$ cat config.mk
export PLATFORM = sky130hd
export DESIGN_NAME = stoch_bin_encoder
export DESIGN_NICKNAME = d
export VERILOG_FILES = /design/src/rtl/stoch_pkg.sv /design/src/rtl/stoch_lfsr.sv /design/src/rtl/stoch_bin_encoder.sv
export SDC_FILE = /design/constraint.sdc
export NUM_CORES = 1
export LEC_CHECK = 0
export CAP_MARGIN = 20
export CELL_PAD_IN_SITES_DETAIL_PLACEMENT = 0
export CELL_PAD_IN_SITES_GLOBAL_PLACEMENT = 1
export CORE_MARGIN = 1
export CORE_UTILIZATION = 34
export DETAILED_ROUTE_END_ITERATION = 12
export HOLD_SLACK_MARGIN = 0.05
export PLACE_DENSITY = 0.68
export SLEW_MARGIN = 20
export SYNTH_ARGS = -nofsm -noshare
export SYNTH_HDL_FRONTEND = slang
export SYNTH_SLANG_ARGS = --single-unit
$ cat constraint.sdc
create_clock -name CLK -period 1.8 [get_ports CLK]
set_input_delay 0.36 -clock CLK [delete_from_list [all_inputs] [get_ports CLK]]
set_output_delay 0.36 -clock CLK [all_outputs]
set_load 0.01 [all_outputs]
$ cat src/rtl/stoch_pkg.sv
// ----------------------------------------------------------------------------
// stoch_pkg
// Shared definitions for the stochastic-computing stream blocks: the table of
// maximal-length Fibonacci LFSR tap masks (indexed by register width), the
// encoder state type, and the helper that turns a signed value into the
// unsigned comparison threshold of a bipolar stream.
// No ports (package).
// ----------------------------------------------------------------------------
package stoch_pkg;

    // Encoder control states.
    typedef enum logic {
        IDLE = 1'b0,
        RUN  = 1'b1
    } enc_state_t;

    // Tap masks for a left-shifting Fibonacci LFSR: bit k set means stage k+1
    // of the polynomial feeds the XOR. Entries 0 and 1 are placeholders.
    localparam logic [31:0] LFSR_TAPS [17] = '{
        32'h0000_0000,  // 0  (unused)
        32'h0000_0000,  // 1  (unused)
        32'h0000_0003,  // 2  : x^2+x+1
        32'h0000_0006,  // 3  : x^3+x^2+1
        32'h0000_000C,  // 4  : x^4+x^3+1
        32'h0000_0014,  // 5  : x^5+x^3+1
        32'h0000_0030,  // 6  : x^6+x^5+1
        32'h0000_0060,  // 7  : x^7+x^6+1
        32'h0000_00B8,  // 8  : x^8+x^6+x^5+x^4+1
        32'h0000_0110,  // 9  : x^9+x^5+1
        32'h0000_0240,  // 10 : x^10+x^7+1
        32'h0000_0500,  // 11 : x^11+x^9+1
        32'h0000_0829,  // 12 : x^12+x^6+x^4+x+1
        32'h0000_100D,  // 13 : x^13+x^4+x^3+x+1
        32'h0000_2015,  // 14 : x^14+x^5+x^3+x+1
        32'h0000_6000,  // 15 : x^15+x^14+1
        32'h0000_D008   // 16 : x^16+x^15+x^13+x^4+1
    };

    // Offset-binary threshold of a w-bit two's-complement value:
    // value + 2^(w-1) kept to w bits, i.e. the sign bit inverted.
    function automatic logic [31:0] stoch_threshold(input logic [31:0] value,
                                                    input int unsigned w);
        logic [31:0] mask;
        mask = (32'd1 << w) - 32'd1;
        return (value + (32'd1 << (w - 1))) & mask;
    endfunction

endpackage

$ cat src/rtl/stoch_lfsr.sv
// ----------------------------------------------------------------------------
// stoch_lfsr
// Free-running maximal-length Fibonacci LFSR used as the random source for
// stochastic stream generators. Advances every clock it is not reset or
// loaded; a load replaces the state with LD_VAL.
// Ports:
//   CLK     in   clock, posedge
//   INIT_N  in   synchronous active-low reset, state <= SEED
//   LD      in   load request (takes priority over shifting)
//   LD_VAL  in   RW-bit value to load
//   Q       out  RW-bit current LFSR state
// ----------------------------------------------------------------------------
module stoch_lfsr
    import stoch_pkg::*;
#(
    parameter int               RW   = 8,
    parameter logic [RW-1:0]    SEED = RW'(8'hA5)
) (
    input  logic          CLK,
    input  logic          INIT_N,
    input  logic          LD,
    input  logic [RW-1:0] LD_VAL,
    output logic [RW-1:0] Q
);

    localparam logic [31:0]   TAPS_FULL = LFSR_TAPS[RW];
    localparam logic [RW-1:0] TAPS      = TAPS_FULL[RW-1:0];

    logic feedback;

    assign feedback = ^(Q & TAPS);

    always_ff @(posedge CLK) begin
        if (!INIT_N) begin
            Q <= SEED;
        end else if (LD) begin
            Q <= LD_VAL;
        end else begin
            Q <= {Q[RW-2:0], feedback};
        end
    end

endmodule

$ cat src/rtl/stoch_bin_encoder.sv
// ----------------------------------------------------------------------------
// stoch_bin_encoder
// Binary-to-stochastic encoder. A signed W-bit VALUE is turned into a bipolar
// stochastic bitstream of LEN bits with P(1) = (VALUE + 2^(W-1)) / 2^W by
// comparing the top W bits of a free-running LFSR against the offset-binary
// threshold of VALUE.
// Optional feature macro: STOCH_ENC_SEED_EN adds SEED_IN; a nonzero SEED_IN on
// an accepted LOAD reseeds the LFSR so the stream is repeatable.
// Ports:
//   CLK      in   clock, posedge
//   INIT_N   in   synchronous active-low reset
//   LOAD     in   start request, accepted only while READY=1
//   VALUE    in   W-bit signed value, captured on accepted LOAD
//   LEN      in   LW-bit stream length, captured on accepted LOAD (0 ignored)
//   READY    out  idle, a LOAD will be accepted
//   BitOUT   out  registered stream bit, meaningful when VALID=1
//   VALID    out  BitOUT carries a stream bit this cycle
//   DONE     out  pulse coincident with the last valid bit
//   SEED_IN  in   (STOCH_ENC_SEED_EN only) RW-bit LFSR reseed value
// ----------------------------------------------------------------------------
module stoch_bin_encoder
    import stoch_pkg::*;
#(
    parameter int            W    = 4,
    parameter int            RW   = 8,
    parameter int            LW   = 16,
    parameter logic [RW-1:0] SEED = RW'(8'hA5)
) (
    input  logic          CLK,
    input  logic          INIT_N,
    input  logic          LOAD,
    input  logic [W-1:0]  VALUE,
    input  logic [LW-1:0] LEN,
    output logic          READY,
    output logic          BitOUT,
    output logic          VALID,
    output logic          DONE
`ifdef STOCH_ENC_SEED_EN
    ,
    input  logic [RW-1:0] SEED_IN
`endif
);

    enc_state_t    state;
    logic [W-1:0]  value_q;
    logic [LW-1:0] count;
    logic [W-1:0]  thr;
    logic [RW-1:0] thr_scaled;
    logic [RW-1:0] lfsr_q;
    logic          accept;
    logic          lfsr_ld;
    logic [RW-1:0] lfsr_ld_val;

    // READY is low in the DONE cycle, so gating on it also rejects a LOAD
    // that arrives alongside the last bit.
    assign accept = READY && LOAD && (LEN != '0);

`ifdef STOCH_ENC_SEED_EN
    assign lfsr_ld     = accept && (SEED_IN != '0);
    assign lfsr_ld_val = SEED_IN;
`else
    assign lfsr_ld     = 1'b0;
    assign lfsr_ld_val = '0;
`endif

    stoch_lfsr #(
        .RW   (RW),
        .SEED (SEED)
    ) u_lfsr (
        .CLK    (CLK),
        .INIT_N (INIT_N),
        .LD     (lfsr_ld),
        .LD_VAL (lfsr_ld_val),
        .Q      (lfsr_q)
    );

    // Comparing the full LFSR word against the threshold shifted into the top
    // W bits is equivalent to comparing only the top W bits, because the
    // lower bits can never carry the word across a threshold step.
    assign thr        = W'(stoch_threshold(32'(value_q), W));
    assign thr_scaled = RW'(thr) << (RW - W);

    always_ff @(posedge CLK) begin
        if (!INIT_N) begin
            state   <= IDLE;
            READY   <= 1'b1;
            BitOUT  <= 1'b0;
            VALID   <= 1'b0;
            DONE    <= 1'b0;
            value_q <= '0;
            count   <= '0;
        end else begin
            case (state)
                IDLE: begin
                    VALID  <= 1'b0;
                    DONE   <= 1'b0;
                    BitOUT <= 1'b0;
                    if (accept) begin
                        value_q <= VALUE;
                        count   <= LEN;
                        state   <= RUN;
                        READY   <= 1'b0;
                    end else begin
                        READY   <= 1'b1;
                    end
                end
                RUN: begin
                    BitOUT <= (lfsr_q < thr_scaled);
                    VALID  <= 1'b1;
                    count  <= count - 1'b1;
                    // READY stays low through the DONE cycle and rises in IDLE.
                    if (count == LW'(1)) begin
                        DONE  <= 1'b1;
                        state <= IDLE;
                    end
                end
                default: begin
                    state <= IDLE;
                    READY <= 1'b1;
                    VALID <= 1'b0;
                    DONE  <= 1'b0;
                end
            endcase
        end
    end

endmodule

# Word-level counts from Yosys, hierarchy flattened
# Cells that the tools add are included.
dict set report totals {
  input_bits 23
  output_inout_bits 4
  wordCells 30
  regBits 33
}
dict set report op_classes {
  addsub 2
  reduce_logical 5
  n_mux 10
  eq_ne 3
  n_lt_le_gt_ge 1
  n_bitwise 1
}
# op n
set op_table {}
lappend op_table {{case mux 16 bit (2 select lines)} 1}
lappend op_table {{equality test 16 x 1 -> 1 bit, second input constant} 1}
lappend op_table {{two-way mux 16 bit} 1}
lappend op_table {{nonzero test 16 bit} 1}
lappend op_table {{subtractor 16 x 1 -> 16 bit, second input constant} 1}
lappend op_table {{less-than comparator 8 bit} 1}
lappend op_table {{case mux 1 bit (2 select lines)} 4}
lappend op_table {{parity 8 bit} 1}
lappend op_table {{adder 4 bit, second input constant} 1}
lappend op_table {{two-way mux 1 bit} 4}
lappend op_table {{logical AND 1 bit} 2}
lappend op_table {{inequality test 2 x 1 -> 1 bit, second input constant} 1}
lappend op_table {{inequality test 2 bit, second input constant} 1}
lappend op_table {{AND reduction 2 bit} 1}
lappend op_table {{inverter 1 bit} 1}

# Longest topological paths before layout
# Gate-level depths: netlist of run 1.
dict set report depth {
  ltp_word 4
  mapped_depth 8
  mapped_depth_nobuf 7
}

# Modules after synthesis
# Synthesis of run 1 repeated with hierarchy kept, for this count alone.
dict set report unflattened {
  hier_cells 195
  area_unflattened_um2 1725.4
}
# mod area_each_um2 instances seq_area_each_um2 cells_per_inst
set by_module_without_submodules {}
lappend by_module_without_submodules {stoch_bin_encoder 1408.9 1 500.5 167}
lappend by_module_without_submodules {stoch_lfsr 316.6 1 160.2 28}

# Least setup slack after synthesis of run 1
# No wires, ideal clock.
dict set report synth_timing {
  path_type {register to register}
  start {reg READY}
  end {reg count[2]}
  n_path_buf 2
  setup_slack_ps 271
  setup_ps 115
  t_required_ps 1685
  synth_period_minus_slack_ps 1529
  t_arrival_ps 1414
  path_stages_with_launch 8
  cell_sequence {dfxtp_1 > and2_1 > buf_2 > and2_1 > clkbuf_1 > mux2i_1 > o21ai_0 > o21a_1}
}
dict set report synth_via {
  elab_chain_len 3
}
# element line_no
set synth_rtl {}
lappend synth_rtl {{start: declaration} stoch_bin_encoder.sv:34} ;# output logic READY,
lappend synth_rtl {{start signal: assignment} stoch_bin_encoder.sv:86} ;# READY <= 1'b1;
lappend synth_rtl {{start signal: assignment} stoch_bin_encoder.sv:102} ;# READY <= 1'b0;
lappend synth_rtl {{start signal: assignment} stoch_bin_encoder.sv:104} ;# READY <= 1'b1;
lappend synth_rtl {{logical AND 1 bit (2 in a row)} stoch_bin_encoder.sv:56} ;# assign accept = READY && LOAD && (LEN != '0);
lappend synth_rtl {{inequality test 2 bit (no source line)} -}
lappend synth_rtl {{end signal: assignment} stoch_bin_encoder.sv:110} ;# count <= count - 1'b1;
lappend synth_rtl {{end: declaration} stoch_bin_encoder.sv:46} ;# logic [LW-1:0] count;
# No other way between the ends.
# A chain may end at the register's enable or synchronous reset.

# Final worst setup path of run 1
dict set report layout_timing {
  start {in LEN[14]}
  end {reg count[4]}
}
dict set report layout_via {
  elab_chain_len 3
}
# element line_no
set layout_rtl {}
lappend layout_rtl {{start: declaration} stoch_bin_encoder.sv:33} ;# input logic [LW-1:0] LEN,
lappend layout_rtl {{nonzero test 16 bit} stoch_bin_encoder.sv:56}
lappend layout_rtl {{logical AND 1 bit} stoch_bin_encoder.sv:56}
lappend layout_rtl {{inequality test 2 bit (no source line)} -}
# No other way between the ends.

==> results of run 1 <==
worst paths after layout:
check                         startpoint                endpoint  slack, ns  cells past startpoint
setup / recovery                 LEN[14]   count[4]$_SDFFE_PN0P_       0.09                      8
hold / removal    u_lfsr.Q[1]$_SDFF_PN0_  u_lfsr.Q[2]$_SDFF_PN1_       0.41                      1
setup reg to reg   count[5]$_SDFFE_PN0P_  count[11]$_SDFFE_PN0P_       0.22                      5
hold reg to reg   u_lfsr.Q[1]$_SDFF_PN0_  u_lfsr.Q[2]$_SDFF_PN1_       0.41                      1
what timing repair did:
item | CTS | global route
hold buffers | 0 | 0
gates resized for setup | 3 | 1
pin swaps | 0 | 4
cloned | 0 | 0
endpoints found under the setup margin | 8 | 14
cells in the mapped netlist, types with 2 or more instances:
master    count  area share, %
nand2b_1      4            1.6
nor2_1       11            2.7
a211oi_1     10            4.9
nand2_1      15            3.7
a221oi_1      7            4.0
nand3_1      10            3.2
xor2_1        8            4.5
dfxtp_1      33             43
a21o_1        2           0.97
o21ai_0       9            2.9
nor4_1        5            2.0
buf_2         3           0.97
inv_1         7            1.7
and3_2        2           0.97
nand4_1       3            1.2
xnor2_1       3            1.7
and2_1        6            2.4
ha_1          5            4.1
a21oi_1       9            2.9
nand4b_1      2            1.1
clkbuf_1      6            1.5
nor3_2        2            1.3
state kept, by name, summed over array words and instances, names as in the netlist:
signal / cells
count: 16
u_lfsr.Q: 8
value_q: 4
BitOUT: 1
DONE: 1
READY: 1
VALID: 1
state: 1
report_power, final:
part           leakage (uW)  switching (uW)  internal [uW]
sequential         0.000273            65.5            806
combinational      0.000493             233            248
clock             0.0000542             269            346
total              0.000821             567           1400
final cells by class:
class | count | area [um2]
Clock inverter | 1 | 5.00
Inverter | 7 | 26.3
Fill cell | 422 | 2240
Sequential cell | 33 | 661
Tap cell | 52 | 65.1
Clock buffer | 7 | 96.3
Timing Repair Buffer | 47 | 430
Multi-Input combinational cell | 125 | 830
critical path: stages:
cell and delay [ns]:
clkdlybuf4s50_1 0.44, nor4_2 0.27, buf_4 0.14, nand4_1 0.13
nand2_1 0.16, buf_12 0.16, nor2_1 0.05, a211oi_1 0.19
cells by family after synthesis:
family / after synthesis / synth area share, %
buffers and inverters: 17 / 4.63
multiplexers: 1 / 0.650
flip-flops: 33 / 42.9
adder cells (fa/ha/maj): 5 / 4.06
XOR/XNOR: 11 / 6.26
AND/OR/NAND/NOR: 65 / 22.5
AO/OA/AOI/OAI: 43 / 19.0
through the flow:
| stage | worst slack [ns] | utilization [%] | std cells | power [uW] |
|---|---|---|---|---|
| 3_5_place_dp | -0.402 | 45.7 | 264 | 1360 |
| 4_1_cts | 0.0430 | 48.4 | 272 | 1980 |
| 3_3_place_gp | -0.347 | 45.7 | 264 | 1350 |
| 2_1_floorplan | 0.271 | - | 175 | 1160 |
| 5_1_grt | 0.00454 | 48.5 | 272 | 2080 |
| 6_report | 0.0861 | 48.5 | 272 | 1970 |
routing by layer:
metal  GRT usage, %  vias to the layer above
met3           4.07                        7
met2           31.0                       27
li1               -                      720
met4           4.54                        0
met5              0                        -
met1           20.2                      700
==> out/metrics.cfg, run 1 <==
[finish]
final_layout_size_suffix_gt1_share_pct = 17.3
diodes = 0
final_cell_area_mm2 = 0.00211
final_common_cell = dfxtp_1
mostFrequentLayoutCells = dfxtp_1 (33), clkdlybuf4s50_1 (26), buf_4 (20)
nets = 247
syn2layout_area_growth_pct = 37.2

[route]
wl_met3_um = 134
first_pass_iters = 4
drt-vias-per-instance = 5.35
vias = 1454
ant_nets = 0
route.detailed.drc = 0
drt-total-wl_um = 3920
wl_per_cell_um = 14.4
drt_iter0_markers = 49
top_layer = met4
met1_length_um = 1770
dr_wl_met2_um = 1950

[placement]
port-buffer-count = 26
place_area_mm2 = 0.00199
hpwl_um = 2850
gp_congestion = 0.766

[logic_synthesis]
seq_area_frac_synth_pct = 42.9
synth_ff_type = dfxtp_1
synth_area_mm2 = 0.00154
yosysWarnings = 0
synth_seq_cells = 33
synthCells = 175
synthDistinctLibCells = 35
syn_nets = 203
synth_edf_count = 0
async_flop_share_pct = 0
avgSynthCellArea_um2 = 8.80

[worst_setup_path]
worstPathRequired_ns = 1.99
worst_ep_arrival_time_ns = 1.91
critPathLaunchType = input pin
path_max_fanout = 20
path_class = in2reg
cp-end-kind = flop

[clock_network]
cts.sinks = 33
htreeDepth = 2
insertion_delay_ns = 0.28
cts_setup_buffers = 0
cts_tree = built
numCtsBuffers = 5
cts_root_buffer = clkbuf_8
path_clk_slew_ns = 0.06
cts.path.max_buffers = 2

[outcome]
status = finished clean

[power_and_ir_drop]
vdd_drop_max_mv = 0.339
p_leak_uw = 0.000821
p_per_area_mw_per_mm2 = 931

[floorplanning]
dieArea_mm2 = 0.00480
placementRows = 24
pin_count = 27
die_w_um = 69.3
core_area_mm2 = 0.00435
initial_core_util_pct = 35.4
dieHeight_um = 69.3

[sta]
fin_hold_ws_ns = 0.414
hold_viol = 0
finClkSkew_ns = 0.00770
min_period_ns = 1.71
fin_crit_sh_pct = 95.2
timing.slew.headroom_pct = 67.0
worstMarginPinSlew_ns = 0.495
finalSetupViolCount = 0
rsz0062_at_grt = false
drv_slew = 0
max_freq_mhz = 583
fin_setup_tns_ns = 0

[global_routing]
antenna_found_initial = 0
first_global_vias = 1443
grt_pass1_wl_um = 6580
grtUsageTotal_pct = 17.2
grt_max_degree = 21
grt_overflow = 0

[job]
max_cap_viol_count = 0

[hold_path]
hold_path.class = reg2reg

Power figures use the tool's default switching activity.
==> inputs of run 2 (changes only) <==
--- a/config.mk
+++ b/config.mk
@@ -10,6 +10,7 @@
 export CELL_PAD_IN_SITES_GLOBAL_PLACEMENT = 1
 export CORE_MARGIN = 1
 export CORE_UTILIZATION = 34
+export CTS_CLUSTER_DIAMETER = 120
 export DETAILED_ROUTE_END_ITERATION = 12
 export HOLD_SLACK_MARGIN = 0.05
 export PLACE_DENSITY = 0.68
==> results of run 2 <==
Same layout as run 1: the final DEF is identical, and so are final timing and power.
==> inputs of run 3 (changes only) <==
--- a/config.mk
+++ b/config.mk
@@ -5,12 +5,12 @@
 export SDC_FILE = /design/constraint.sdc
 export NUM_CORES = 1
 export LEC_CHECK = 0
-export CAP_MARGIN = 20
 export CELL_PAD_IN_SITES_DETAIL_PLACEMENT = 0
 export CELL_PAD_IN_SITES_GLOBAL_PLACEMENT = 1
 export CORE_MARGIN = 1
 export CORE_UTILIZATION = 34
 export CTS_CLUSTER_DIAMETER = 120
+export CTS_CLUSTER_SIZE = 28
 export DETAILED_ROUTE_END_ITERATION = 12
 export HOLD_SLACK_MARGIN = 0.05
 export PLACE_DENSITY = 0.68
==> results of run 3 <==
Same layout as run 1: the final DEF is identical, and so are final timing and power.
